File: src/rtl/multi_synchro_filter.sv
// Multi-channel single-bit resynchroniser: per-channel flop chain into dstclk,
// programmable stability filter, and registered rise/fall pulse generation.
module multi_synchro_filter #(
    parameter int             NCH      = 4,
    parameter int             NSTAGES  = 2,
    parameter int             FILT_LEN = 0,
    parameter logic [NCH-1:0] RST_VAL  = '0
) (
    input  logic           dstclk,
    input  logic           dstresetn,
    input  logic [NCH-1:0] srcdata,
    output logic [NCH-1:0] dstdata,
    output logic [NCH-1:0] dstrise,
    output logic [NCH-1:0] dstfall,
    output logic [NCH-1:0] dstedge
);

    localparam int             L    = (FILT_LEN < 1) ? 1 : FILT_LEN;
    localparam int             CW   = (FILT_LEN <= 1) ? 1 : $clog2(FILT_LEN + 1);
    localparam logic [CW-1:0]  TERM = CW'(L - 1);
    localparam logic [CW-1:0]  ONE  = CW'(1);

    // Chain flops are pure wires between stages so placement can keep them adjacent.
    (* async_reg = "true", dont_touch = "true" *)
    logic [NSTAGES-1:0][NCH-1:0] sync_q;
    logic [NSTAGES-1:0][NCH-1:0] sync_d;

    logic [NCH-1:0]              syn;
    logic [NCH-1:0][CW-1:0]      cnt_q;
    logic [NCH-1:0][CW-1:0]      cnt_d;
    logic [NCH-1:0]              data_q;
    logic [NCH-1:0]              data_d;
    logic [NCH-1:0]              prev_q;
    logic [NCH-1:0]              prev_d;

    always_comb begin
        sync_d[0] = srcdata;
        for (int k = 1; k < NSTAGES; k++) begin
            sync_d[k] = sync_q[k-1];
        end
    end

    assign syn = sync_q[NSTAGES-1];

    // A single matching cycle restarts the count; the counter never passes TERM.
    always_comb begin
        cnt_d  = cnt_q;
        data_d = data_q;
        prev_d = data_q;
        for (int i = 0; i < NCH; i++) begin
            if (syn[i] == data_q[i]) begin
                cnt_d[i] = '0;
            end else if (cnt_q[i] == TERM) begin
                data_d[i] = syn[i];
                cnt_d[i]  = '0;
            end else begin
                cnt_d[i] = cnt_q[i] + ONE;
            end
        end
    end

    always_ff @(posedge dstclk or negedge dstresetn) begin
        if (!dstresetn) begin
            sync_q <= {NSTAGES{RST_VAL}};
        end else begin
            sync_q <= sync_d;
        end
    end

    always_ff @(posedge dstclk or negedge dstresetn) begin
        if (!dstresetn) begin
            cnt_q  <= '0;
            data_q <= RST_VAL;
            prev_q <= RST_VAL;
        end else begin
            cnt_q  <= cnt_d;
            data_q <= data_d;
            prev_q <= prev_d;
        end
    end

    // prev_q resets to the same value as data_q, so no pulse right after reset.
    assign dstdata = data_q;
    assign dstrise = data_q & ~prev_q;
    assign dstfall = ~data_q & prev_q;
    assign dstedge = dstrise | dstfall;

endmodule

File: config.mk
export PLATFORM = sky130hd
export DESIGN_NAME = multi_synchro_filter
export DESIGN_NICKNAME = d
export VERILOG_FILES = /design/src/rtl/multi_synchro_filter.sv
export SDC_FILE = /design/constraint.sdc
export NUM_CORES = 1
export LEC_CHECK = 0
export CAP_MARGIN = 5
export CELL_PAD_IN_SITES_DETAIL_PLACEMENT = 0
export CELL_PAD_IN_SITES_GLOBAL_PLACEMENT = 2
export CORE_MARGIN = 3
export CORE_UTILIZATION = 27
export DETAILED_ROUTE_END_ITERATION = 8
export PLACE_DENSITY = 0.75
export SETUP_SLACK_MARGIN = 0.05
export SYNTH_ARGS = -nofsm -noshare
export SYNTH_HDL_FRONTEND = slang
export SYNTH_SLANG_ARGS = --single-unit
export TNS_END_PERCENT = 10
File: constraint.sdc
create_clock -name dstclk -period 2.35 [get_ports dstclk]
set_input_delay 0.235 -clock dstclk [delete_from_list [all_inputs] [get_ports dstclk]]
set_output_delay 0.235 -clock dstclk [all_outputs]
set_load 0.1 [all_outputs]
# Yosys cells after proc, flatten, opt, wreduce, memory -nomap -nowiden

Cells that the tools add are included.

Register bits: 20
Bits of input ports: 6
Output and inout port bits: 16
Word-level logic and storage cells: 44

Add/sub/neg operators: 4
Equality and inequality tests: 4
Muxes and demuxes: 8
Bitwise gates (word level): 13
Reductions and logical operators: 4

Operator list:

| kind                                | number |
|---|---|
| 4-bit bitwise AND                   | 2 |
| 1-bit 2-to-1 mux                    | 8 |
| 1-bit NOT                           | 8 |
| 4-bit NOT                           | 2 |
| 2-bit AND reduction                 | 4 |
| 1-bit adder (second input constant) | 4 |
| 1-bit == test                       | 4 |
| 4-bit OR                            | 1 |

# Longest topological paths before layout

Word-level depth: 3
Depth in mapped cells: 3

# Worst setup path after synthesis

Ideal clock, no wire load.

Path type: register -> output
From: reg data_q[0] (netlist: dstdata[0])
To: out dstedge[0]
Arrival time: 1.936 ns
Required time: 2.115 ns
Setup slack: 0.179 ns
Cell stages (with the launch flop): 4
Path buffers: 0
Path through: dfrtp_1 inv_1 ha_1 inv_1

Word-level cells in the longest chain between the ends: 3

RTL lines:

| element                | RTL line | RTL |
|---|---|---|
| from (decl)            | 31       | `logic [NCH-1:0] data_q;` |
| from (signal assigned) | 77       | `data_q <= data_d;` |
| 4-bit NOT              | 85       | `assign dstfall = ~data_q & prev_q;` |
| 4-bit bitwise AND      | 85       |  |
| 4-bit OR *             | 86       | `assign dstedge = dstrise \| dstfall;` |
| to (decl)              | 15       | `output logic [NCH-1:0] dstedge` |

Every way passes the cells marked *; elsewhere a longest branch is shown, timed or not.

# Final worst setup path

From: reg data_q[1] (netlist: dstdata[1])
To: out dstedge[1]

The elaborated chain is that of the path after synthesis.

==> run_results.csv <==
group,metric,value,unit
run_status,outcome,"complete, no violations",
sta,slew_violations,0,
global_routing,overflow,0,
clocking,ctsHoldBuffers,0,
sta,period_share,67.3,%
hold_path,hold_start,"syn[3]$_DFF_PN0_",
pwr,ir_drop,0.343,mV
clocking,clock_path_buffers,2,
layout,n_antenna_cell,0,
synth,synth_area_leader_cell,"dfrtp_1",
sta,tightest_slew,0.669,ns
critical_path,cp-endpoint,"dstedge[1]",
place,placed_area,747,µm²
layout,final_cell_area,769,µm²
global_routing,grt_pass1_vias,234,
place,dp_hpwl,551,µm
critical_path,cp.arrival,1.35,ns
floorplan,die_x,51.6,µm
floorplan,row_count,15,
sta,setup_viol,0,
clocking,ctsHtreeMaxLevel,1,
synth,synth.net_count,54,
synth,yosysUniqueCellTypes,4,
global_routing,use_met2,6.57,%
job,maxCapViolCount,0,
layout,syn_to_final_growth,37.3,%
critical_path,r2r_cells,0,
sta,fmax,632,MHz
route,drtAntennaViolNets,0,
critical_path,crit_buf_inv,3,
layout,fin_cells,85,
synth,ys_seq_area_share,71.4,%
layout,final_layout_size_suffix_gt1_share,31.7,%
critical_path,critPathKind,"flip-flop to output pin",
clocking,cts_resized,0,
critical_path,worstReg2RegEnd,"prev_q[1]$_DFF_PN0_",
route,routedWlPerCell,8.44,µm
sta,slew_headroom,55.3,%
floorplan,fp.dieArea,0.00266,mm²
route,via_count,315,
clocking,path_clk_slew,0.08,ns
sta,finClkSkew,0.000163,ns
clocking,cts_tree,"done",
floorplan,die_height,51.6,µm
critical_path,worstPathCellList,"inv_1 -> ha_1 -> inv_1 -> buf_4",
floorplan,io_pins,22,
pwr,power.density,802,mW/mm²
global_routing,grtUsageMet1,8.01,%
pwr,leakage,0.000426,µW
sta,hold_violations,0,
layout,final_nets,76,
critical_path,crit_fanout,4,
critical_path,startpoint,"dstdata[1]$_DFFE_PN0P_",
synth,synth_area_leaders,"dfrtp_1, ha_1, inv_1, clkbuf_1",
hold_path,min_path_cells,0,
critical_path,reg2reg_slack,1.81,ns
layout,layout_common_cells,"dfrtp_1, buf_4, inv_1",
sta,holdWs,0.352,ns
critical_path,worst_path_max_delay_cell,"dfrtp_1",
critical_path,cpPeakStageDelay,0.40,ns
clocking,cts_inserted_buffers,3,
critical_path,cp.required,2.12,ns
sta,min_period,1.58,ns
clocking,cts_root_buf,"clkbuf_4",
clocking,clk_latency,0.27,ns
global_routing,met3_usage,2.58,%
critical_path,critPathTopFamily,"flip-flops",
floorplan,fp.coreArea,0.00184,mm²
critical_path,critical_path_depth,4,
synth,ys_warn_count,0,
global_routing,busiest_layer,"met1",
synth,synth_seq_cells,16,
route,drt_pass1_iterations,2,
floorplan,initial_core_util,30.5,%
critical_path,cp_common_cell,"inv_1",
clocking,postCtsSetupBuffers,0,
global_routing,grt_max_degree,17,
route,wl,717,µm
hold_path,hold_class,"flip-flop to flip-flop",
route,drt_iter0_markers,1,
critical_path,start_kind,"flip-flop",
synth,syn_area,561,µm²
synth,syn_inst,40,
place,dp_cells,82,
critical_path,reg2reg_from,"dstdata[1]$_DFFE_PN0P_",
place,gp_congestion,0.541,
synth,synth.avg_cell_area,14.0,µm²
sta,grt_setup_unrepaired,"false",
critical_path,worst_setup_path_end_kind,"output pin",
clocking,clkSinkCount,16,
global_routing,grt_pass1_wl,1080,µm
route,routed_via_density,3.71,
synth,synth_top_area_share,71.4,%
global_routing,track_usage,6.02,%
global_routing,antenna_found_initial,0,
sta,fin_tns_setup,0,ns
place,numPortBuffers,21,
route,drc,0,
-- Yosys cell counts --
cell	instances
clkbuf_1	4
ha_1	8
inv_1	12
dfrtp_1	16
-- per-stage QoR --
stage / total power (µW) / worst slack, ns / util (%)
6_report: 617 / 0.768 / 41.8
5_1_grt: 647 / 0.680 / 41.8
4_1_cts: 629 / 0.738 / 41.8
3_5_place_dp: 490 / 1.07 / 40.6
3_3_place_gp: 489 / 1.08 / 40.6
2_1_floorplan: 451 / 0.179 / -
-- where the power goes --
group	switching, µW	total (µW)	internal [µW]
combinational	152	187	35.0
sequential	6.91	296	289
clock	75.0	134	59.3
-- metal layers --
layer	up-vias	wire [µm]
met5	-	0
met4	0	0
met3	0	66
met2	14	325
met1	152	325
li1	149	-
-- flip-flops by register name, summed over array words and instances, names as in the netlist --
| signal | cells |
|---|---|
| dstdata | 4 |
| prev_q | 4 |
| syn | 4 |
| sync_q | 4 |
-- worst min path at each step --
| stage | slack (ns) | end |
|---|---|---|
| 6_report | 0.35 | dstdata[3]$_DFFE_PN0P_ |
| 5_1_grt | 0.36 | dstdata[0]$_DFFE_PN0P_ |
| 4_1_cts | 0.36 | dstdata[0]$_DFFE_PN0P_ |
| 3_5_place_dp | 0.34 | dstdata[0]$_DFFE_PN0P_ |
| 3_3_place_gp | 0.33 | syn[0]$_DFF_PN0_ |
| 2_1_floorplan | -0.06 | dstdata[0]$_DFFE_PN0P_ |
-- final cells by class --
class	instances	area, µm²
Sequential cell	16	400
Tap cell	25	31.3
Multi-Input combinational cell	8	100
Inverter	12	45.0
Timing Repair Buffer	21	170
Fill cell	189	1070
Clock buffer	3	22.5
-- kinds of logic (layout without fill, tap and decap cells) --
group / after synthesis / in the layout / synth area share, %
buffers and inverters: 16 / 36 / 10.7
adders and majority gates: 8 / 8 / 17.9
DFF: 16 / 16 / 71.4
Power figures use the tool's default switching activity.
